**config.mk**
```make
export PLATFORM = sky130hd
export DESIGN_NAME = vga_timing_gen
export DESIGN_NICKNAME = d
export VERILOG_FILES = /design/src/rtl/vga_timing_gen.sv
export SDC_FILE = /design/constraint.sdc
export NUM_CORES = 1
export LEC_CHECK = 0
export ABC_AREA = 1
export CORE_ASPECT_RATIO = 1.25
export CORE_MARGIN = 4
export CORE_UTILIZATION = 30
export CTS_CLUSTER_SIZE = 12
export DETAILED_ROUTE_END_ITERATION = 8
export PLACE_DENSITY_LB_ADDON = 0.25
export REMOVE_ABC_BUFFERS = 1
export SLEW_MARGIN = 0
export SYNTH_ARGS = -nofsm -noshare
export SYNTH_HDL_FRONTEND = slang
export SYNTH_SLANG_ARGS = --single-unit
```
**constraint.sdc**
```tcl
create_clock -name clk -period 2.6 [get_ports clk]
set_input_delay 0.52 -clock clk [delete_from_list [all_inputs] [get_ports clk]]
set_output_delay 0.52 -clock clk [all_outputs]
set_load 0.05 [all_outputs]
```
**src/rtl/vga_timing_gen.sv**
```systemverilog
// H+V VGA raster timing generator. A raster position (v_cnt, h_cnt) advances
// on every enabled edge. The outputs register the decode of the position
// before it advances, so they lag the position by one cycle. Logical pixel
// coordinates come from small sub-counters rather than dividers.
module vga_timing_gen #(
  parameter int H_SYNC   = 192,
  parameter int H_BP     = 96,
  parameter int H_ACTIVE = 1280,
  parameter int H_FP     = 32,
  parameter int V_SYNC   = 2,
  parameter int V_BP     = 29,
  parameter int V_ACTIVE = 480,
  parameter int V_FP     = 10,
  parameter int H_DIV    = 10,
  parameter int V_DIV    = 5,
  parameter int HPIX_W   = 7,
  parameter int VPIX_W   = 7,
  parameter int SYNC_POL = 0
) (
  input  logic              clk,
  input  logic              reset,
  input  logic              en,
  output logic              hsync,
  output logic              vsync,
  output logic              active,
  output logic [HPIX_W-1:0] hpixel,
  output logic [VPIX_W-1:0] vpixel,
  output logic              line_end,
  output logic              frame_end
);

  localparam int H_TOTAL = H_SYNC + H_BP + H_ACTIVE + H_FP;
  localparam int H_START = H_SYNC + H_BP;
  localparam int V_TOTAL = V_SYNC + V_BP + V_ACTIVE + V_FP;
  localparam int V_START = V_SYNC + V_BP;
  localparam int HW  = $clog2(H_TOTAL);
  localparam int VW  = $clog2(V_TOTAL);
  localparam int HSW = (H_DIV > 1) ? $clog2(H_DIV) : 1;
  localparam int VSW = (V_DIV > 1) ? $clog2(V_DIV) : 1;

  localparam logic            SP        = (SYNC_POL != 0);
  localparam logic [HW-1:0]   H_LAST    = HW'(H_TOTAL - 1);
  localparam logic [HW-1:0]   H_SYNC_C  = HW'(H_SYNC);
  localparam logic [HW-1:0]   H_START_C = HW'(H_START);
  localparam logic [HW-1:0]   H_END_C   = HW'(H_START + H_ACTIVE);
  localparam logic [VW-1:0]   V_LAST    = VW'(V_TOTAL - 1);
  localparam logic [VW-1:0]   V_SYNC_C  = VW'(V_SYNC);
  localparam logic [VW-1:0]   V_START_C = VW'(V_START);
  localparam logic [VW-1:0]   V_END_C   = VW'(V_START + V_ACTIVE);
  localparam logic [HSW-1:0]  H_SUB_LAST = HSW'(H_DIV - 1);
  localparam logic [VSW-1:0]  V_SUB_LAST = VSW'(V_DIV - 1);

  logic [HW-1:0]     h_cnt, h_nxt;
  logic [VW-1:0]     v_cnt, v_nxt;
  logic [HSW-1:0]    h_sub;
  logic [VSW-1:0]    v_sub;
  logic [HPIX_W-1:0] h_pix;
  logic [VPIX_W-1:0] v_pix;
  logic              h_wrap, h_in, v_in;

  // Decode of the current raster position and its successor.
  always_comb begin
    h_wrap = (h_cnt == H_LAST);
    h_nxt  = h_wrap ? '0 : h_cnt + 1'b1;
    v_nxt  = (v_cnt == V_LAST) ? '0 : v_cnt + 1'b1;
    h_in   = (h_cnt >= H_START_C) && (h_cnt < H_END_C);
    v_in   = (v_cnt >= V_START_C) && (v_cnt < V_END_C);
  end

  // Raster position: h wraps every line, v steps on the last cycle of a line.
  always_ff @(posedge clk) begin
    if (!reset) begin
      h_cnt <= '0;
      v_cnt <= '0;
    end else if (en) begin
      h_cnt <= h_nxt;
      if (h_wrap) v_cnt <= v_nxt;
    end
  end

  // Column tracker: zeroed as the position enters the active span, then
  // counts H_DIV cycles per column. The step past the last column may wrap
  // h_pix, but it is masked by h_in before reaching hpixel.
  always_ff @(posedge clk) begin
    if (!reset) begin
      h_sub <= '0;
      h_pix <= '0;
    end else if (en) begin
      if (h_nxt == H_START_C) begin
        h_sub <= '0;
        h_pix <= '0;
      end else if (h_in) begin
        if (h_sub == H_SUB_LAST) begin
          h_sub <= '0;
          h_pix <= h_pix + 1'b1;
        end else begin
          h_sub <= h_sub + 1'b1;
        end
      end
    end
  end

  // Row tracker: same scheme as the column tracker, stepping once per line.
  always_ff @(posedge clk) begin
    if (!reset) begin
      v_sub <= '0;
      v_pix <= '0;
    end else if (en && h_wrap) begin
      if (v_nxt == V_START_C) begin
        v_sub <= '0;
        v_pix <= '0;
      end else if (v_in) begin
        if (v_sub == V_SUB_LAST) begin
          v_sub <= '0;
          v_pix <= v_pix + 1'b1;
        end else begin
          v_sub <= v_sub + 1'b1;
        end
      end
    end
  end

  // Registered outputs: decode of the pre-advance position; held while en is low.
  always_ff @(posedge clk) begin
    if (!reset) begin
      hsync     <= ~SP;
      vsync     <= ~SP;
      active    <= 1'b0;
      hpixel    <= '0;
      vpixel    <= '0;
      line_end  <= 1'b0;
      frame_end <= 1'b0;
    end else if (en) begin
      hsync     <= (h_cnt < H_SYNC_C) ? SP : ~SP;
      vsync     <= (v_cnt < V_SYNC_C) ? SP : ~SP;
      active    <= h_in && v_in;
      hpixel    <= h_in ? h_pix : '0;
      vpixel    <= v_in ? v_pix : '0;
      line_end  <= h_wrap;
      frame_end <= h_wrap && (v_cnt == V_LAST);
    end
  end

endmodule

```
# Word-level counts from Yosys, hierarchy flattened
# Cells that the tools add are included.
# word_totals
regBits	61
input_bits	3
output_inout_bits	19
word_cells	63
# op_classes
addsub	6
magnitude_cmp	6
n_eq_ne	6
n_mux	18
n_reduce_logical	14
# op_table
cell	count
two-way mux 7 bit	8
adder 7 x 1 -> 7 bit, second input constant	2
two-way mux 4 bit	3
adder 11 x 1 -> 11 bit, second input constant	1
== test 11 bit, second input constant	1
== test 11 x 9 -> 1 bit, second input constant	1
greater-or-equal comparator 11 x 9 -> 1 bit, second input constant	1
less-than comparator 11 bit, second input constant	1
less-than comparator 11 x 8 -> 1 bit, second input constant	1
two-way mux 11 bit	1
adder 10 x 1 -> 10 bit, second input constant	1
== test 10 bit, second input constant	1
== test 10 x 5 -> 1 bit, second input constant	1
greater-or-equal comparator 10 x 5 -> 1 bit, second input constant	1
less-than comparator 10 x 2 -> 1 bit, second input constant	1
less-than comparator 10 x 9 -> 1 bit, second input constant	1
two-way mux 10 bit	1
two-way mux 3 bit	3
nonzero test 2 bit	4
AND reduction 2 bit	3
AND reduction 3 bit	2
logical AND 1 bit	5
adder 4 x 1 -> 4 bit, second input constant	1
== test 4 bit, second input constant	1
other kinds (3)	4

# Depth between registers and ports, before layout
# Gate-level depths: netlist (run 1).
# depth
word_depth	5
depth_mapped	15

# Worst setup path before layout (run 1)
# Ideal clock, no wire load.
# synth_path
path_kind	reg2reg
start	register h_cnt[1]
end	register h_pix[0]
setup_time_ps	111
arrival_ps	1791
t_required_ps	2489
setup_slack_ps	697
stages_incl_launch_ff	14
n_path_buf	1
synth_period_minus_slack_ps	1903
path_cell_list	dfxtp_1 -> ha_1 -> nand3_2 -> nor2_4 -> nand2_2 -> nand3_1 -> nand2_1 -> nor2_2 -> nand2_2 -> nand2_2 -> buf_6 -> nand3_1 -> nand2_1 -> nor2_1
# synth_between
elab_chain_len	5
elab_cells_between_ends	11
classes_between	add/sub: 1; order compare: 2; eq/ne: 2; mux: 2; reduce/logical: 4
# synth_rtl
element	line_no	text
from (decl)	53	logic [HW-1:0] h_cnt, h_nxt;
from (signal assigned)	76	h_cnt <= h_nxt;
adder 11 x 1 -> 11 bit or == test 11 bit (tied branches)	64, 63	
two-way mux 11 bit	64	h_nxt = h_wrap ? '0 : h_cnt + 1'b1;
== test 11 x 9 -> 1 bit	89	if (h_nxt == H_START_C) begin
nonzero test 2 bit (no line)	n/a	
AND reduction 3 bit (no line)	n/a	
to (signal assigned)	95	h_pix <= h_pix + 1'b1;
to (decl)	57	logic [HPIX_W-1:0] h_pix;
# Parallel ways exist; a longest one is shown, timed or not.
# A chain may end at the register's enable or synchronous reset.

# Worst setup path in the final report (run 1)
# layout_path
start	register h_cnt[1]
end	register h_pix[4]
# The elaborated chain is that of the path after synthesis.

==> out/qor.yml, run 1 <==
grt_overflow: 0
cts_inserted_buffers: 9
nFillCells: 1132
cts_tree: "done"
final_common_cell: "nand2_1"
cts_setup_buffers: 0
grt_pass1_wl_um: 14280
cts_root_buffer: "clkbuf_16"
grt_max_degree: 37
powerDensity_nw_per_um2: 586.1
hold_buffers: 0
drv_slew: 0
gp_congestion: 0.8814
post-route-period-util: 0.8741
total_power_w: 0.002366
path_max_fanout: 13
hpwl_um: 5821
tightest_slew_ps: 560.3
fin_tns_setup_ps: 0
slew_headroom: 0.6261
drt_iter0_drc: 147
arrival_ps: 2500
drv_cap: 0
area_growth_pct: 20.10
critPathTopFamily: "simple AND/OR/NAND/NOR gates"
syn_area_per_cell_um2: 6.708
wl_um: 8090
die-width_um: 102.7
cts_buffer_depth: 2
ctsResizeCount: 0
cts.sinks: 61
wl_per_cell_um: 12.17
p_leak_nw: 1.688
path_clk_slew_ps: 50
ir_drop_v: 0.0003165
antenna_found_initial: 0
drc_errors: 0
grt_pass1_vias: 3181
layout_common_cells: "nand2_1 (124), dfxtp_1 (61), inv_1 (53), nor2_1 (53), a21oi_1 (51)"
die_area_um2: 12970
hold_path_class: "reg2reg"
path_cells: "ha_1, nand3_2, nor2_4, nand2_2, nand3_1, nand2_1, nor2_2, nand2_2, nand2_2, nand2_2, nor2_1, nor2_1"
synth_edf_count: 0
fin_nets: 543
hold_viol_final: 0
htree_levels: 3
die-height_um: 126.3
post-route-min-period_ps: 2273
drtPass1Iterations: 4
fmax_ghz: 0.4400
clock_latency_ps: 330
critPathBufInv: 0
antennaDiodeCount: 0
rsz0062_at_grt: "false"
end_kind: "flop"
start_kind: "flop"
rows: 42
ioPinCount: 22
antenna_left: 0
portBuffers: 21
yosys_warnings: 0
via_count: 3204
crit_top_cell: "nand2_2"
required_ps: 2830
critPathKind: "reg2reg"
crit_path_top_delay_cell: "dfxtp_1"
via_per_inst: 4.818
final_cells: 665
core_um2: 10770
ys_ff_latch: 61
drive_gt1_frac: 0.07880
synth_cells: 501
grt_usage: 0.1361
start_util: 0.3120
skew_ps: 5.921
critPathMaxStageDelay_ps: 390
setup_viol: 0
syn_area_um2: 3361
ys_seq_area_frac: 0.3634
status: "finished, final reports clean"
synthArstFlopShare: 0
dp.cells: 649
synthDistinctLibCells: 31
synthFlopType: "dfxtp_1"
[sequential cells by signal (all words and copies together) (netlist names)]
signal     cells
active         1
v_pix          7
vpixel         7
hpixel         7
h_sub          4
v_cnt         10
line_end       1
frame_end      1
h_cnt         11
v_sub          3
h_pix          7
vsync          1
hsync          1
[worst register-to-register path: stages (launching register included)]
cell and delay (ps):
dfxtp_1 390, ha_1 250, nand3_2 170, nor2_4 200, nand2_2 110, nand3_1 150
nand2_1 80, nor2_2 160, nand2_2 120, nand2_2 240, nand2_2 130, nor2_1 110
nor2_1 50
[synthesized netlist by cell type (3+ instances only)]
library cell / count / area share
nand2_2: 4 / 0.0074
a21oi_1: 51 / 0.076
inv_1: 53 / 0.059
xnor2_1: 4 / 0.010
nor3_1: 4 / 0.0060
nor2_2: 4 / 0.0074
nor2_1: 53 / 0.059
o211ai_1: 3 / 0.0067
o21ai_0: 28 / 0.042
nand2_1: 124 / 0.14
nand4_1: 7 / 0.013
nand3_1: 47 / 0.070
clkbuf_1: 9 / 0.010
nand3b_1: 3 / 0.0067
dfxtp_1: 61 / 0.36
o21bai_1: 3 / 0.0067
o21ai_1: 3 / 0.0045
xor2_1: 10 / 0.026
ha_1: 12 / 0.045
a211oi_1: 3 / 0.0067
[cells by family (layout without fill, tap and decap cells)]
kind of cell / after synthesis / in the layout / share of synthesized area
and+or+nand+nor: 253 / 253 / 0.3287
AOI/OAI and AO/OA: 92 / 92 / 0.1448
buffers and inverters: 69 / 101 / 0.08190
DFF: 61 / 61 / 0.3634
xor gates and xnor gates: 14 / 14 / 0.03648
adders and majority gates: 12 / 12 / 0.04467
[path summary, 6_finish.rpt]
path                               start        to  slack, ps  cells past startpoint
worst max-delay path            h_cnt[1]  h_pix[4]        330                     12
worst min-delay path            line_end  line_end        460                      2
worst max register to register  h_cnt[1]  h_pix[4]        330                     12
worst min register to register  line_end  line_end        460                      2
[metrics by stage]
step                      area (µm²)    util  setup slack, ps  hold slack, ps
final                           4036  0.3747            327.2           462.4
after CTS                       4036  0.3747            339.4           464.1
after global routing            4036  0.3747            76.27           502.2
after global placement          3735  0.3467            369.8           454.0
after floorplan                 3292       -            588.2           439.4
after detailed placement        3735  0.3467            344.4           455.8
[where the power goes]
| part | leakage [nW] | switching [W] | internal, W |
|---|---|---|---|
| clock | 0.140 | 0.000444 | 0.000763 |
| combinational | 1.05 | 0.000116 | 0.0000566 |
| sequential | 0.496 | 0.0000260 | 0.000960 |
[cell type report]
class,count,area (µm²),area share
inverters,55,206.4,0.05115
multi-input cells,371,1864,0.4619
repair buffers,30,277.8,0.06882
clock inverters,6,62.56,0.01550
flip-flops and latches,61,1221,0.3025
well taps,132,165.2,0.04092
clock buffers,10,239.0,0.05921
[per-layer routing]
metal | up-vias | track usage | routed length [µm]
li1 | 1686 | - | -
met1 | 1453 | 0.1725 | 3852
met2 | 49 | 0.2179 | 3778
met3 | 16 | 0.03075 | 283
met4 | 0 | 0.06100 | 176
met5 | - | 0 | 0
Note: power is estimated with default switching activity, not from simulation.
==> inputs of run 2 (changes only) <==
Settings changed: DONT_BUFFER_PORTS from default to 1.
==> run 2 against run 1 <==
Against the previous run:
- register-to-register slack worse by 20 ps
- cell area fell by 5.2%
- critical path type unchanged
- sequential share of layout area rose by 1.7 points
- sequential cell count is the same
- non-clock buffer count fell by 24
- highest routed layer unchanged
- largest power group unchanged
- maximum frequency is 0.88% lower
- critical path depth did not move
- clock power grew 7%
==> out/qor.yml, run 2 (synthesis gave the netlist of run 1 again) <==
final_cells: 641
crit_path_end: "h_pix[2]"
regMostFlops: "h_cnt"
via_per_inst: 4.833
hold_slack_ps: 284.6
grt_pass1_vias: 2974
drc_errors: 0
cts_inserted_buffers: 9
nFillCells: 1129
end_kind: "flop"
powerDensity_nw_per_um2: 631.7
cts_root_buffer: "clkbuf_16"
start_util: 0.3120
final_common_cell: "nand2_1"
portBuffers: 0
hold_viol_final: 0
r2r_end: "h_pix[2]"
r2r_cells: 12
post-route-min-period_ps: 2293
status: "finished, final reports clean"
ctsResizeCount: 0
crit_top_cell: "nand2_2"
fin_nets: 519
drv_slew: 0
via_count: 3098
fin_area_um2: 3827
ff2ff_setup_slack_ps: 310
antenna_left: 0
hold_buffers: 0
drtPass1Iterations: 4
largest_reg_flops: 11
die_area_um2: 12970
cts_buffer_depth: 2
skew_ps: 6.424
ioPinCount: 22
critPathMaxStageDelay_ps: 390
fmax_ghz: 0.4361
cts_tree: "done"
drive_gt1_frac: 0.07662
arrival_ps: 2520
die-width_um: 102.7
path_max_fanout: 13
die-height_um: 126.3
clock_latency_ps: 330
rsz0062_at_grt: "false"
r2r-start: "h_cnt[0]"
path_clk_slew_ps: 50
layout_common_cells: "nand2_1 (124), dfxtp_1 (61), inv_1 (53), nor2_1 (53), a21oi_1 (51)"
hold_path_class: "in2reg"
drv_cap: 0
area_growth_pct: 13.89
path_cells: "ha_1, nand3_2, nor2_4, nand2_2, nand3_1, nand2_1, nor2_2, nand2_2, nand2_2, nand2_2, nor2_1, nor2_1"
grt_pass1_wl_um: 13970
dp.cells: 625
grt_usage: 0.1344
cp-startpoint: "h_cnt[0]"
crit_path_top_delay_cell: "dfxtp_1"
p_leak_nw: 1.617
antennaDiodeCount: 0
antenna_found_initial: 0
grt_overflow: 0
tightest_slew_ps: 534.4
cts.sinks: 61
grt_max_degree: 38
critPathKind: "reg2reg"
setup_viol: 0
post-route-period-util: 0.8819
gp_congestion: 0.8794
start_kind: "flop"
wl_per_cell_um: 12.72
drt_iter0_drc: 128
hpwl_um: 5738
wl_um: 8155
ir_drop_v: 0.0003049
required_ps: 2830
cts_setup_buffers: 0
dpl_cell_area_um2: 3502
htree_levels: 3
slew_headroom: 0.6432
fin_tns_setup_ps: 0
core_um2: 10770
rows: 42
reg.largest.list: "h_cnt x11, v_cnt x10"
-- run 2: changes by cell type in the layout (fill, tap and decap cells not counted), sizes merged --
cell           change
buf                -3
bufinv             +1
clkdlybuf4s50     -21
clkinv             +1
clkinvlp           -2
-- run 2: worst max-delay path, delay by kind of cell (launching register included) --
family        cells  cell delay (ps)
simple gates     11             1540
flops             1              390
fa+ha+maj         1              250
-- run 2: worst min path at each step --
stage                     startpoint        end  slack, ps  depth (start not counted)
final                             en  vpixel[5]        280                          1
after global routing              en   h_cnt[9]        270                          1
after CTS                         en   h_cnt[9]        270                          1
after detailed placement    h_pix[4]  hpixel[4]        460                          2
after global placement      h_pix[4]  hpixel[4]        460                          2
after floorplan             h_pix[4]  hpixel[4]        440                          2
-- run 2: layout make-up --
type	count	area (µm²)	share of cell area
clock inverter	6	86.33	0.02256
multi-input combinational	371	1864	0.4871
timing repair buffer	6	45.04	0.01177
tap	132	165.2	0.04315
sequential	61	1221	0.3191
clock buffer	10	239.0	0.06244
inverter	55	206.4	0.05394
-- run 2: report_power, final --
part	total, W	leakage (nW)	internal [W]	switching, W
clock	0.00130	0.158	0.000862	0.000434
combinational	0.000108	0.963	0.0000394	0.0000682
sequential	0.00101	0.496	0.000960	0.0000536
total	0.00242	1.62	0.00186	0.000556
-- run 2: per-stage QoR --
step | util | power (W) | worst slack, ps
6_report | 0.3553 | 0.002418 | 307.0
2_1_floorplan | - | 0.001110 | 588.2
3_5_place_dp | 0.3251 | 0.001141 | 320.5
4_1_cts | 0.3553 | 0.002457 | 280.6
3_3_place_gp | 0.3251 | 0.001140 | 296.3
5_1_grt | 0.3553 | 0.002513 | 0.4616
-- run 2: layer usage --
layer	up-vias	GRT usage	part of all wire
met5	-	0	0
met4	0	0.06486	0.022
met3	12	0.03130	0.039
met2	40	0.2167	0.48
met1	1409	0.1663	0.46
li1	1637	-	-
==> variant 1, RTL diff (settings of run 1) <==
Put one more register stage on the output `line_end`, without a reset. The value now appears one clock later. The other outputs are not delayed to match.
--- a/src/rtl/vga_timing_gen.sv
+++ b/src/rtl/vga_timing_gen.sv
@@ -51,2 +51,4 @@
   localparam logic [VSW-1:0]  V_SUB_LAST = VSW'(V_DIV - 1);
+
+  logic line_end_s0;
 
@@ -130,3 +132,3 @@
       vpixel    <= '0;
-      line_end  <= 1'b0;
+      line_end_s0 <= 1'b0;
       frame_end <= 1'b0;
@@ -138,3 +140,3 @@
       vpixel    <= v_in ? v_pix : '0;
-      line_end  <= h_wrap;
+      line_end_s0 <= h_wrap;
       frame_end <= h_wrap && (v_cnt == V_LAST);
@@ -143,2 +145,6 @@
 
+  always_ff @(posedge clk) begin
+    line_end <= line_end_s0;
+  end
+
 endmodule
Behaviour: same outputs for any inputs over 10 cycles, from zero or initial values and one cycle with reset low; that may be too few to reach the edited logic, so the function may still have changed.
==> variant 1 against run 1 <==
Non-clock buffer count is the same. Global-route usage shrank 0.28 points. Wire length shrank 0.57%. Sequential cell count grew 1. Largest cell class unchanged. Area after synthesis grew 0.60%. Count of clock-buffer cells in the layout grew 3. Worst setup slack gained 0.061 ns. Cell area shrank 0.68%. First-iteration DRC count shrank 8.8%. Total power shrank 6.5%.
==> variant 1: results (changes against run 1) <==
INFO  metric critical_path_arrival = 2.48 ns (was 2.50 ns)
INFO  metric clock_tree.buffer_depth = 2 (unchanged)
INFO  metric grtUsageTotal = 0.133 (was 0.136)
INFO  metric drt_iter0_drc = 134 (was 147)
INFO  metric place.detailed.hpwl = 5.85 mm (was 5.82 mm)
INFO  metric final_layout_size_suffix_gt1_frac = 0.0694 (was 0.0788)
INFO  metric final_nets = 544 (was 543)
INFO  metric antenna_cells = 0 (unchanged)
INFO  metric detail_route.vias_per_cell = 4.79 (was 4.82)
INFO  metric register_area = 1240 sq um (was 1220 sq um)
INFO  metric post_synth_most_frequent_cells = sky130_fd_sc_hd__nand2_1 (124), sky130_fd_sc_hd__dfxtp_1 (62), sky130_fd_sc_hd__inv_1 (53), sky130_fd_sc_hd__nor2_1 (53), sky130_fd_sc_hd__a21oi_1 (51) (was sky130_fd_sc_hd__nand2_1 (124), sky130_fd_sc_hd__dfxtp_1 (61), sky130_fd_sc_hd__inv_1 (53), sky130_fd_sc_hd__nor2_1 (53), sky130_fd_sc_hd__a21oi_1 (51))
INFO  metric seq_area_frac_synth = 0.367 (was 0.363)
INFO  metric fin_worst_skew = 0.00645 ns (was 0.00592 ns)
INFO  metric worstSetupStartpoint = h_cnt[1] (unchanged)
INFO  metric gp_congestion = 0.862 (was 0.881)
INFO  metric ctsRootBufferMaster = sky130_fd_sc_hd__clkbuf_16 (unchanged)
INFO  metric hold_path.startpoint = line_end_s0 (was line_end)
INFO  metric ir_drop = 278 uV (was 317 uV)
INFO  metric total_leakage_power = 1.68 nW (was 1.69 nW)
INFO  metric critical_path.slowest_cell = sky130_fd_sc_hd__dfxtp_1 (unchanged)
INFO  metric run_status = completed (unchanged)
INFO  metric detail_route.wirelength = 8.04 mm (was 8.09 mm)
INFO  metric grt_pass1_vias = 3077 (was 3181)
INFO  metric dpl-instance-area = 3760 sq um (was 3730 sq um)
INFO  metric yosys-top-cells-area = sky130_fd_sc_hd__dfxtp_1 (37%), sky130_fd_sc_hd__nand2_1 (14%), sky130_fd_sc_hd__a21oi_1 (7.5%) (was sky130_fd_sc_hd__dfxtp_1 (36%), sky130_fd_sc_hd__nand2_1 (14%), sky130_fd_sc_hd__a21oi_1 (7.6%))
INFO  metric worst_rel_slew_slack = 0.657 (was 0.626)
INFO  metric grt_first_pass_wirelength = 14.0 mm (was 14.3 mm)
INFO  metric final.fill_count = 1225 (was 1132)
INFO  metric dr.pass1.iters = 4 (unchanged)
-- variant 1: report_power, final --
part	total, mW	internal, mW	switching, mW
sequential	1.00	0.976	0.0266
combinational	0.170	0.0568	0.114
clock	1.04	0.636	0.401
-- variant 1: final cells by class --
class | instances | share of cell area
flip-flops and latches | 62 | 0.310
multi-input cells | 371 | 0.465
clock buffers | 13 | 0.0599
repair buffers | 30 | 0.0693
well taps | 135 | 0.0421
inverters | 55 | 0.0515
clock inverters | 2 | 0.00250
-- variant 1: worst paths after layout --
check / to / slack, ns / cells past startpoint
setup / recovery: h_pix[4] / 0.39 / 13
hold / removal: line_end / 0.35 / 0
setup reg to reg: h_pix[4] / 0.39 / 13
hold reg to reg: line_end / 0.35 / 0
-- variant 1: cell families (layout without fill, tap and decap cells) --
family / after synthesis / count (layout) / share of synthesized area
adder cells (fa/ha/maj): 12 / 12 / 0.0444
AO/OA/AOI/OAI: 92 / 92 / 0.144
XOR/XNOR: 14 / 14 / 0.0363
AND/OR/NAND/NOR: 253 / 253 / 0.327
flip-flops: 62 / 62 / 0.367
buffers and inverters: 69 / 100 / 0.0814
-- variant 1: layer usage --
layer,GRT usage,vias up,part of all wire
met3,0.0264,13,0.028
met4,0.0610,0,0.018
met5,0,-,0
met1,0.168,1455,0.46
li1,-,1686,-
met2,0.216,46,0.49
-- variant 1: stage by stage --
step,total power [mW],setup slack [ns],instances
after floorplan,1.13,0.588,488
after global placement,1.19,0.405,653
after detailed placement,1.19,0.417,653
after CTS,2.25,0.378,668
after global routing,2.31,0.164,668
final,2.21,0.389,668
==> variant 2, RTL diff (flow settings as in run 1) <==
Without the edit above. Change the parameter `SYNC_POL` from 0 to 1.
--- a/src/rtl/vga_timing_gen.sv
+++ b/src/rtl/vga_timing_gen.sv
@@ -17,3 +17,3 @@
   parameter int VPIX_W   = 7,
-  parameter int SYNC_POL = 0
+  parameter int SYNC_POL = 1
 ) (
Check against the original RTL: not equivalent (Yosys sat finds a counterexample within 4 cycles, from zero or initial values and one cycle with reset low).
==> variant 2 against run 1 <==
Non-clock buffer count shrank 4. Count of clock-buffer cells in the layout grew 1. Sequential cell count is the same. Area after synthesis grew 1.0%. Cell area shrank 0.99%. Total power shrank 6.3%. Wire length shrank 3.9%. Worst setup slack gained 0.097 ns. Sequential share of layout area grew 0.30 points. Largest cell class unchanged.
==> variant 2: results (changes against run 1) <==
INFO  metric run_status = completed (unchanged)
INFO  metric max_freq = 460 MHz (was 440 MHz)
INFO  metric via_count = 3196 (was 3204)
INFO  metric drt-wirelength-per-cell = 11.7 um (was 12.2 um)
INFO  metric m1WireLength = 3.49 mm (was 3.85 mm)
INFO  metric arithmetic_cell_share_of_the_synthesized_area_counting_full_adders_half_adders_and_majority_gates = 0.0442 (was 0.0447)
INFO  metric syn_avg_cell_area = 6.70 sq um (was 6.71 sq um)
INFO  metric drt_iter0_drc = 134 (was 147)
INFO  metric timing.rr.start = v_cnt[1] (was h_cnt[1])
INFO  metric placement.setup.worst_slack = 0.452 ns (was 0.344 ns)
INFO  metric final_layout_size_suffix_gt1_frac = 0.0771 (was 0.0788)
INFO  metric critical_path_arrival = 2.40 ns (was 2.50 ns)
INFO  metric gp_congestion = 0.835 (was 0.881)
INFO  metric ir_drop = 302 uV (was 317 uV)
INFO  metric grt_max_degree = 46 (was 37)
INFO  metric synth_cell_type_count = 33 (was 31)
INFO  metric wl_met3 = 297 um (was 283 um)
INFO  metric setup.reg_to_reg.worst_slack = 0.42 ns (was 0.33 ns)
INFO  metric post_synth_most_frequent_cells = sky130_fd_sc_hd__nand2_1 (128), sky130_fd_sc_hd__nor2_1 (62), sky130_fd_sc_hd__dfxtp_1 (61) (was sky130_fd_sc_hd__nand2_1 (124), sky130_fd_sc_hd__dfxtp_1 (61), sky130_fd_sc_hd__inv_1 (53), sky130_fd_sc_hd__nor2_1 (53), sky130_fd_sc_hd__a21oi_1 (51))
INFO  metric hold-path-endpoint = hpixel[2] (was line_end)
INFO  metric place.detailed.hpwl = 5.45 mm (was 5.82 mm)
INFO  metric detail_route.wirelength = 7.78 mm (was 8.09 mm)
INFO  metric total_leakage_power = 1.63 nW (was 1.69 nW)
INFO  metric final.fill_count = 1173 (was 1132)
INFO  metric reg.largest.list = h_cnt: 11 flops, v_cnt: 10 flops (unchanged)
INFO  metric worst_r2r_endpoint = v_pix[3] (was h_pix[4])
INFO  metric dp.cells = 651 (was 649)
INFO  metric grt_first_pass_wirelength = 13.5 mm (was 14.3 mm)
INFO  metric grtUsageTotal = 0.127 (was 0.136)
INFO  metric holdWs = 0.460 ns (was 0.462 ns)
INFO  metric worst_rel_slew_slack = 0.618 (was 0.626)
INFO  metric grt_pass1_vias = 3027 (was 3181)
INFO  metric dpl-instance-area = 3740 sq um (was 3730 sq um)
INFO  metric clock_tree.buffer_depth = 2 (unchanged)
INFO  metric synth-xor-area-share = 0.0310 (was 0.0365)
INFO  metric final_nets = 542 (was 543)
INFO  metric synth_compound_gate_area_share = 0.146 (was 0.145)
INFO  metric hold_path.startpoint = hpixel[2] (was line_end)
INFO  metric met2RoutedLength = 3.81 mm (was 3.78 mm)
INFO  metric synth-async-reset-ratio = 0 (unchanged)
[variant 2: changes by cell type after synthesis, sizes merged, moves of 3 or more]
cell | run 1 | this run
inv | 55 | 47
nor2 | 58 | 69
nand2 | 129 | 134
nor3 | 4 | 0
xnor2 | 4 | 1
a21oi | 51 | 58
o21bai | 3 | 0
nand3 | 49 | 41
[variant 2: critical path, cell delays in order (launching register included)]
cell and delay (ns):
sky130_fd_sc_hd__dfxtp_1 0.42, sky130_fd_sc_hd__ha_1 0.24, sky130_fd_sc_hd__nand2_1 0.09, sky130_fd_sc_hd__nor2_2 0.18, sky130_fd_sc_hd__nand2_1 0.09, sky130_fd_sc_hd__nand2_1 0.11
sky130_fd_sc_hd__nand3_1 0.08, sky130_fd_sc_hd__nor2_1 0.13, sky130_fd_sc_hd__nand2_2 0.15, sky130_fd_sc_hd__o21ai_2 0.22, sky130_fd_sc_hd__nand2_1 0.17, sky130_fd_sc_hd__nor2_1 0.12
sky130_fd_sc_hd__nor2_1 0.05
[variant 2: power breakdown]
part           switching (mW)  internal, mW
clock                   0.408         0.637
combinational           0.123        0.0597
sequential             0.0274         0.962
total                   0.558          1.66
[variant 2: routing by layer]
layer	vias to the layer above	GRT usage
li1	1689	-
met1	1454	0.152
met2	40	0.212
met3	13	0.0336
met4	0	0.0549
met5	-	0
[variant 2: area by class of cell]
cell class,instances,area (sq um),area share
clock buffer,11,233,0.0582
clock inverter,5,27.5,0.00689
inverter,49,184,0.0460
multi-input combinational,380,1910,0.479
sequential,61,1220,0.306
tap,135,169,0.0423
timing repair buffer,26,248,0.0620
[variant 2: cell families after synthesis]
group / Yosys count
adder cells (fa/ha/maj): 12
XOR/XNOR: 12
buffers and inverters: 66
flip-flops: 61
AND/OR/NAND/NOR: 262
AO/OA/AOI/OAI: 94
